**src/rtl/rf_arb_pkg.sv**
```systemverilog
// Shared widths, the id-width helper and the registered response record for rf_port_arbiter.
// Data width defaults to the 16x32 register_file geometry.
package rf_arb_pkg;

    localparam int RF_NUM_REGS = 16;
    localparam int RF_ADDR_W   = 4;
    localparam int RF_DATA_W   = 32;
    localparam int MAX_REQ     = 8;
    localparam int MAX_ID_W    = $clog2(MAX_REQ);

    // Width of a requester index; a single requester still needs one bit.
    function automatic int id_w(input int n);
        return (n > 1) ? $clog2(n) : 1;
    endfunction

    typedef struct packed {
        logic                 valid;
        logic [MAX_ID_W-1:0]  id;
        logic [RF_DATA_W-1:0] data0;
        logic [RF_DATA_W-1:0] data1;
    } rsp_t;

endpackage

```
**src/rtl/rr_arbiter.sv**
```systemverilog
// Round-robin arbiter: one-hot grant searching upward from a rotating pointer.
// Latency: grant is combinational from req and pointer; pointer moves past the winner at the clock edge.
// Backpressure: none; a requester simply holds req until it sees its grant.
module rr_arbiter
    import rf_arb_pkg::*;
#(
    parameter int N  = 3,
    parameter int PW = id_w(N)
) (
    input  logic          clk,
    input  logic          reset_n,
    input  logic [N-1:0]  req,
    output logic [N-1:0]  gnt,
    output logic          gnt_vld,
    output logic [PW-1:0] gnt_idx
);

    logic [PW-1:0] ptr;

    // Two passes: indices at or above the pointer first, then the wrapped ones below it.
    always_comb begin
        gnt     = '0;
        gnt_vld = 1'b0;
        gnt_idx = '0;
        if (reset_n) begin
            for (int i = 0; i < N; i++) begin
                if (!gnt_vld && req[i] && (i >= int'(ptr))) begin
                    gnt_vld = 1'b1;
                    gnt_idx = PW'(i);
                end
            end
            for (int i = 0; i < N; i++) begin
                if (!gnt_vld && req[i] && (i < int'(ptr))) begin
                    gnt_vld = 1'b1;
                    gnt_idx = PW'(i);
                end
            end
            if (gnt_vld) begin
                gnt[gnt_idx] = 1'b1;
            end
        end
    end

    always_ff @(posedge clk) begin
        if (!reset_n) begin
            ptr <= '0;
        end else if (gnt_vld) begin
            ptr <= (gnt_idx == PW'(N - 1)) ? '0 : gnt_idx + PW'(1);
        end
    end

endmodule

```
**src/rtl/rf_port_arbiter.sv**
```systemverilog
// Shares the two read ports and one write port of register_file between NUM_REQ requesters.
// Latency: grants and rf_* drive are combinational; the tagged read response follows one cycle after the grant.
// Backpressure: requesters hold until granted; responses cannot be stalled.
module rf_port_arbiter
    import rf_arb_pkg::*;
#(
    parameter int NUM_REQ  = 3,
    parameter int NUM_REGS = rf_arb_pkg::RF_NUM_REGS,
    parameter int ADDR_W   = rf_arb_pkg::RF_ADDR_W,
    parameter int DATA_W   = rf_arb_pkg::RF_DATA_W
) (
    input  logic                      clk,
    input  logic                      reset_n,
    input  logic [NUM_REQ-1:0]        rd_req,
    input  logic [2*NUM_REQ-1:0]      rd_mask,
    input  logic [ADDR_W*NUM_REQ-1:0] rd_addr0,
    input  logic [ADDR_W*NUM_REQ-1:0] rd_addr1,
    output logic [NUM_REQ-1:0]        rd_gnt,
    input  logic [NUM_REQ-1:0]        wr_req,
    input  logic [ADDR_W*NUM_REQ-1:0] wr_addr,
    input  logic [DATA_W*NUM_REQ-1:0] wr_data,
    output logic [NUM_REQ-1:0]        wr_gnt,
    output logic                      rsp_valid,
    output logic [id_w(NUM_REQ)-1:0]  rsp_id,
    output logic [DATA_W-1:0]         rsp_data0,
    output logic [DATA_W-1:0]         rsp_data1,
    output logic [1:0]                rf_read_en,
    output logic [ADDR_W-1:0]         rf_raddr_0,
    output logic [ADDR_W-1:0]         rf_raddr_1,
    output logic                      rf_write_en,
    output logic [ADDR_W-1:0]         rf_waddr,
    output logic [DATA_W-1:0]         rf_wdata,
    input  logic [DATA_W-1:0]         rf_rdata_0,
    input  logic [DATA_W-1:0]         rf_rdata_1
);

    localparam int ID_W = id_w(NUM_REQ);

    if (ADDR_W != $clog2(NUM_REGS)) begin : g_addr_w_chk
        $error("rf_port_arbiter: ADDR_W must equal clog2(NUM_REGS)");
    end
    if ((NUM_REQ < 2) || (NUM_REQ > MAX_REQ)) begin : g_num_req_chk
        $error("rf_port_arbiter: NUM_REQ must be 2..8");
    end

    logic            rd_win_vld;
    logic            wr_win_vld;
    logic [ID_W-1:0] rd_win_idx;
    logic [ID_W-1:0] wr_win_idx;

    rr_arbiter #(.N(NUM_REQ), .PW(ID_W)) u_rd_arb (
        .clk     (clk),
        .reset_n (reset_n),
        .req     (rd_req),
        .gnt     (rd_gnt),
        .gnt_vld (rd_win_vld),
        .gnt_idx (rd_win_idx)
    );

    rr_arbiter #(.N(NUM_REQ), .PW(ID_W)) u_wr_arb (
        .clk     (clk),
        .reset_n (reset_n),
        .req     (wr_req),
        .gnt     (wr_gnt),
        .gnt_vld (wr_win_vld),
        .gnt_idx (wr_win_idx)
    );

    logic [1:0]        mask_a  [NUM_REQ];
    logic [ADDR_W-1:0] raddr0_a[NUM_REQ];
    logic [ADDR_W-1:0] raddr1_a[NUM_REQ];
    logic [ADDR_W-1:0] waddr_a [NUM_REQ];
    logic [DATA_W-1:0] wdata_a [NUM_REQ];

    always_comb begin
        for (int i = 0; i < NUM_REQ; i++) begin
            mask_a[i]   = rd_mask[2*i +: 2];
            raddr0_a[i] = rd_addr0[ADDR_W*i +: ADDR_W];
            raddr1_a[i] = rd_addr1[ADDR_W*i +: ADDR_W];
            waddr_a[i]  = wr_addr[ADDR_W*i +: ADDR_W];
            wdata_a[i]  = wr_data[DATA_W*i +: DATA_W];
        end
    end

    // Register-file pins stay at zero unless the matching port has a winner.
    always_comb begin
        rf_read_en  = 2'b00;
        rf_raddr_0  = '0;
        rf_raddr_1  = '0;
        rf_write_en = 1'b0;
        rf_waddr    = '0;
        rf_wdata    = '0;
        if (rd_win_vld) begin
            rf_read_en = mask_a[rd_win_idx];
            rf_raddr_0 = raddr0_a[rd_win_idx];
            rf_raddr_1 = raddr1_a[rd_win_idx];
        end
        if (wr_win_vld) begin
            rf_write_en = 1'b1;
            rf_waddr    = waddr_a[wr_win_idx];
            rf_wdata    = wdata_a[wr_win_idx];
        end
    end

    // register_file returns the pre-write value on a same-cycle collision, so the new data is kept here.
    logic [1:0] byp_hit;

    always_comb begin
        byp_hit    = 2'b00;
        byp_hit[0] = rf_write_en && rf_read_en[0] && (rf_waddr == rf_raddr_0);
        byp_hit[1] = rf_write_en && rf_read_en[1] && (rf_waddr == rf_raddr_1);
    end

    rsp_t       rsp_q;
    logic [1:0] byp_q;
    logic [1:0] en_q;

    always_ff @(posedge clk) begin
        if (!reset_n) begin
            rsp_q <= '0;
            byp_q <= 2'b00;
            en_q  <= 2'b00;
        end else begin
            rsp_q.valid <= rd_win_vld;
            rsp_q.id    <= MAX_ID_W'(rd_win_idx);
            rsp_q.data0 <= byp_hit[0] ? rf_wdata : '0;
            rsp_q.data1 <= byp_hit[1] ? rf_wdata : '0;
            byp_q       <= byp_hit;
            en_q        <= rf_read_en;
        end
    end

    logic id_unused;
    assign id_unused = ^rsp_q.id;

    assign rsp_valid = rsp_q.valid;
    assign rsp_id    = rsp_q.id[ID_W-1:0];
    assign rsp_data0 = byp_q[0] ? rsp_q.data0 : (en_q[0] ? rf_rdata_0 : '0);
    assign rsp_data1 = byp_q[1] ? rsp_q.data1 : (en_q[1] ? rf_rdata_1 : '0);

endmodule

```
**config.mk**
```make
export PLATFORM = sky130hd
export DESIGN_NAME = rf_port_arbiter
export DESIGN_NICKNAME = d
export VERILOG_FILES = /design/src/rtl/rf_arb_pkg.sv /design/src/rtl/rr_arbiter.sv /design/src/rtl/rf_port_arbiter.sv
export SDC_FILE = /design/constraint.sdc
export NUM_CORES = 1
export LEC_CHECK = 0
export CAP_MARGIN = 40
export CORE_AREA = 2 2 128 130
export CTS_CLUSTER_DIAMETER = 120
export DETAILED_ROUTE_END_ITERATION = 6
export DIE_AREA = 0 0 130 132
export DONT_BUFFER_PORTS = 1
export SETUP_SLACK_MARGIN = 0.3
export SYNTH_ARGS = -nofsm -noshare
export SYNTH_HDL_FRONTEND = slang
export SYNTH_SLANG_ARGS = --single-unit
```
**constraint.sdc**
```tcl
create_clock -name clk -period 2.95 [get_ports clk]
set_input_delay 0.295 -clock clk [delete_from_list [all_inputs] [get_ports clk]]
set_output_delay 0.295 -clock clk [all_outputs]
set_load 0.005 [all_outputs]
```
==> out/qor.yml, run 1 <==
routing:
  vias_per_cell: 5.74
  drtAntennaViolNets: 0
  via_count: 4244
  dr.pass1.iters: 5
  wl_met1_mm: 7.27
  routed_wl_mm: 17.9
  wl_per_cell_um: 24.2
  wl_met2_mm: 8.47
  routed-wl-met3_mm: 1.58
  drc: 0
  drt_iter0_markers: 233
  dr.max_layer_used: "met5"
global_route:
  grt_max_degree: 63
  antenna_found_initial: 1
  grt_pass1_vias: 4281
  grt_remaining_overflow: 0
  grt_use_total: 0.200
  grt_pass1_wl_mm: 25.4
setup_path:
  cp-start-kind: "flip-flop"
  rrSetupSlack_ns: 0.43
  critPathArrivalTime_ns: 2.73
  cp.required_ns: 3.16
  crit_path_max_incr_delay_ns: 0.47
  path_max_fanout: 32
  slowest_stage: "dfxtp_1"
  crit_path_end_kind: "flip-flop"
  critPathKind: "flip-flop to flip-flop"
  crit_chain: "nor2b_1 -> o311ai_0 -> o221ai_1 -> a21oi_1 -> and3b_1 -> nand4_1 -> buf_4 -> nor2_1"
sta:
  fmax_mhz: 397
  drv_slew: 0
  finalSetupTns_ns: 0
  rsz0062_at_grt: "false"
  worstMarginPinSlew_ns: 0.777
  hold_ws_ns: 0.112
  relSlewSlack: 0.477
  fin_crit_sh: 0.855
  fin_skew_ns: 0.00563
  setup_viol: 0
  hold_violations: 0
  fin_crit_ns: 2.52
cells_and_area:
  drive_gt1_frac: 0.221
  layout_common_cells: "dfxtp_1 (73), a22o_1 (62), nor2_1 (47), nand2_1 (44), inv_1 (40)"
  fin_area_um2: 5130
  num_antenna_cells: 0
  nets: 729
  area_growth_pct: 19.5
  final_common_cell: "dfxtp_1"
  filler_cell_count: 1643
clock_network:
  clock_sinks: 75
  clk_latency_ns: 0.34
  clockRootBuffer: "clkbuf_16"
  cts_made_buffers: 9
  htreeDepth: 3
  clk_path_buf_depth: 2
  cts_tree: "yes"
  cts_hold_buf: 0
  clkTransAtPathRegs_ns: 0.06
pwr:
  p_total_mw: 2.95
  p_leak_nw: 1.88
  ir_drop_uv: 252
  power.density_nw_per_um2: 575
die:
  die_w_um: 130
  io_pins: 330
  rows: 46
  core-area_um2: 15700
  die_h_um: 132
  dieArea_um2: 17200
  start_util: 0.273
place:
  place_area_um2: 4710
  dp_hpwl_mm: 13.1
  io_buffers: 0
  globalplace.congestion: 0.879
synthesis:
  yosysSeqAreaShare: 0.350
  async_reset_ff_frac: 0
  yosys_warnings: 0
  syn_inst: 510
  synth_flop_cell: "dfxtp_1"
  syn_area_um2: 4300
  avgSynthCellArea_um2: 8.42
  synthDistinctLibCells: 58
  ys_ff_latch: 75
  synth_edf_count: 0
  synth_fp_nets: 720
flow_run:
  maxCapViolations: 0
min_path:
  hp-class: "primary input to flip-flop"
outcome:
  outcome: "finished, final reports clean"
## stage by stage
stage               setup slack, ns  instances  utilization
floorplan                     0.754        510            -
global placement              0.470        719        0.299
detailed placement            0.398        720        0.300
CTS                           0.341        739        0.324
global route                  0.303        740        0.327
finish                        0.428        740        0.327
## layer usage
layer	GRT usage	vias up
li1	-	1877
met1	0.238	2034
met2	0.327	290
met3	0.0674	41
met4	0.0812	2
met5	0	-
## worst max-delay path: cells and delay by family (launching register included)
kind | cells | cell delay [ns]
AO/OA/AOI/OAI | 3 | 0.94
buffers and inverters | 1 | 0.41
flip-flops | 1 | 0.47
AND/OR/NAND/NOR | 4 | 0.55
## synthesized netlist by cell type (all sizes together) (2+ instances only)
cell type   n  area [µm²]
nor2b       6        37.5
nand2      45         169
and3        4        30.0
a31oi       3        18.8
o311ai      2        17.5
buf        19         114
inv        42         158
nand3       8        45.0
a22oi      34         255
o2111a      2        22.5
nor4       30         369
clkbuf     28         105
nand2b      6        37.5
a211oi      2        15.0
nor3        6        40.0
a222oi      2        20.0
xnor2       4        50.1
dfxtp      75        1500
xor2        2        17.5
nor2       48         188
a221o       6        60.1
a21oi      36         180
o21ai       6        30.0
a22o       62         543
nand3b      2        15.0
o2111ai     2        23.8
and2        8        50.1
o221ai      2        17.5
nor3b       2        26.3
nand4       3        18.8
## cell families (layout without fill, tap and decap cells)
group / after synthesis / after routing / share of synthesized area
buffers and inverters: 89 / 102 / 0.0877
AND/OR/NAND/NOR: 175 / 176 / 0.252
AO/OA/AOI/OAI: 165 / 165 / 0.295
flip-flops: 75 / 75 / 0.350
XOR/XNOR: 6 / 6 / 0.0157
## registers in the layout (all words and copies together) (netlist names)
signal / count
u_rd_arb.ptr: 2
byp_q: 2
u_wr_arb.ptr: 2
rsp_id: 2
rsp_valid: 1
en_q: 2
rsp_q: 64
## final timing paths
check / start / to / cells after the start
max: u_rd_arb.ptr[0] / rsp_q[62] / 8
min: wr_req[1] / u_wr_arb.ptr[1] / 2
max reg2reg: u_rd_arb.ptr[0] / rsp_q[62] / 8
min reg2reg: u_wr_arb.ptr[0] / u_wr_arb.ptr[0] / 2
## power by group
| part | switching [mW] | leakage (nW) | total, mW | internal (mW) |
|---|---|---|---|---|
| clock | 0.456 | 0.166 | 1.29 | 0.832 |
| combinational | 0.396 | 1.10 | 0.623 | 0.227 |
| sequential | 0.0156 | 0.607 | 1.04 | 1.03 |
## area by class of cell
class,count,area (µm²),area share
Multi-Input combinational cell,347,2470,0.482
Clock inverter,7,124,0.0241
Clock buffer,9,225,0.0439
Inverter,42,158,0.0307
Sequential cell,75,1500,0.293
Tap cell,216,270,0.0526
Timing Repair Buffer,44,379,0.0738
## repair_timing
action,4_1_cts,5_1_grt
hold endpoints to repair,0,0
setup buffers,2,1
resized for setup,3,10
pin swaps,0,1
setup endpoints to repair,18,85
gates cloned,1,0
Note: power is estimated with default switching activity, not from simulation.
==> run 2, diff against run 1 <==
Settings changed: PLACE_DENSITY_LB_ADDON set to 0.25.
==> out/qor.yml, run 2 (synthesis gave the netlist of run 1 again) <==
global_route:
  grt_max_degree: 34
  antenna_found_initial: 0
  grt_use_total: 0.196
  grt_remaining_overflow: 0
  grt_pass1_vias: 3958
  grt_pass1_wl_mm: 24.8
setup_path:
  critPathArrivalTime_ns: 2.73
  path_max_fanout: 11
  crit_path_end_kind: "flip-flop"
  crit_family: "compound AO/OA/AOI/OAI gates"
  crit_path_max_incr_delay_ns: 0.41
  crit_buf_inv: 1
  critPathKind: "flip-flop to flip-flop"
  crit_chain: "nor2b_1 -> o31a_2 -> and3_1 -> a221o_1 -> xnor2_2 -> nand3_2 -> buf_4 -> nor4_1"
  slowest_stage: "o31a_2"
  cp-start-kind: "flip-flop"
  cp.required_ns: 3.19
sta:
  fmax_mhz: 401
  fin_skew_ns: 0.00533
  worstMarginPinSlew_ns: 0.587
  rsz0062_at_grt: "true"
  finalSetupTns_ns: 0
  hold_violations: 0
  relSlewSlack: 0.609
  fin_crit_ns: 2.50
  drv_slew: 0
  setup_viol: 0
  fin_crit_sh: 0.846
clock_network:
  cts_made_buffers: 9
  clk_latency_ns: 0.34
  clock_sinks: 75
  htreeDepth: 3
  clockRootBuffer: "clkbuf_16"
  cts_tree: "yes"
  clkTransAtPathRegs_ns: 0.06
  clk_path_buf_depth: 2
pwr:
  p_int_mw: 2.15
  p_comb_frac: 0.193
  p_seq_frac: 0.348
  ir_drop_uv: 282
  sw_frac_of_total: 0.285
  clock_power_share: 0.459
  p_sw_mw: 0.855
  power.density_nw_per_um2: 603
  p_leak_nw: 1.77
cells_and_area:
  final_common_cell: "dfxtp_1"
  area_growth_pct: 15.9
  layout_common_cells: "dfxtp_1 (71), a22o_1 (62), nor2_1 (47), nand2_1 (44), inv_1 (40)"
  filler_cell_count: 1669
  drive_gt1_frac: 0.186
  fin_cells: 716
  num_antenna_cells: 0
  largest_register_ffs: 64
  post-route-util: 0.317
  fin_area_um2: 4980
  nets: 705
  top_register: "rsp_q"
routing:
  vias_per_cell: 5.77
  routed_wl_mm: 17.5
  drc: 0
  drt_iter0_markers: 184
  via_count: 4132
  dr.pass1.iters: 5
  wl_per_cell_um: 24.4
  drtAntennaViolNets: 0
die:
  rows: 46
  core-area_um2: 15700
  io_pins: 330
  die_w_um: 130
  start_util: 0.273
  dieArea_um2: 17200
  die_h_um: 132
place:
  dp.cells: 698
  place_area_um2: 4560
  dp_hpwl_mm: 13.6
  globalplace.congestion: 0.856
  io_buffers: 0
min_path:
  hp-class: "primary input to flip-flop"
outcome:
  outcome: "finished, final reports clean"
flow_run:
  maxCapViolations: 0
-- run 2: cell types whose count changed in the layout (fill, tap and decap cells not counted), sizes merged --
cell / change
inv: +1
or2: -1
buf: -23
clkinv: -2
bufinv: +1
-- run 2: path summary, 6_finish.rpt --
check	startpoint	endpoint	slack (ns)	cells past startpoint
worst max register to register	u_wr_arb.ptr[1]	rsp_q[21]	0.45	8
worst min-delay path	wr_req[1]	u_wr_arb.ptr[1]	0.11	2
worst min register to register	u_rd_arb.ptr[0]	u_rd_arb.ptr[0]	0.53	2
worst max-delay path	u_wr_arb.ptr[1]	rsp_q[21]	0.45	8
-- run 2: through the flow --
step	hold slack, ns	worst slack [ns]	power (mW)
after detailed placement	0.469	0.287	1.64
after CTS	0.0928	0.320	3.04
after floorplan	0.443	0.754	1.49
after global placement	0.456	0.464	1.62
after global routing	0.118	0.297	3.15
final	0.110	0.454	3.00
-- run 2: metal layers --
layer,GRT usage,share of wire,vias to the layer above
li1,-,-,1825
met1,0.231,0.39,1983
met2,0.330,0.49,292
met3,0.0686,0.095,32
met4,0.0657,0.026,0
met5,0,0,-
-- run 2: area by class of cell --
type / instances / area [µm²] / share of cell area
multi-input cells: 346 / 2450 / 0.493
flip-flops and latches: 75 / 1510 / 0.303
well taps: 216 / 270 / 0.0543
clock buffers: 9 / 225 / 0.0452
repair buffers: 21 / 218 / 0.0437
inverters: 42 / 158 / 0.0317
clock inverters: 7 / 148 / 0.0297
-- run 2: repair_timing --
action                                  in CTS  in global routing
hold buffers                                 0                  0
setup buffers                                1                  1
endpoints found under the setup margin       7                 45
resized for setup                            3                  7
pin swaps                                    1                  1
-- run 2: power groups by stage --
stage,clock network (mW),registers (mW),logic (mW)
finish,1.38,1.04,0.581
global route,1.47,1.04,0.634
CTS,1.42,1.04,0.578
detailed placement,0,1.06,0.573
global placement,0,1.06,0.555
floorplan,0,1.06,0.430
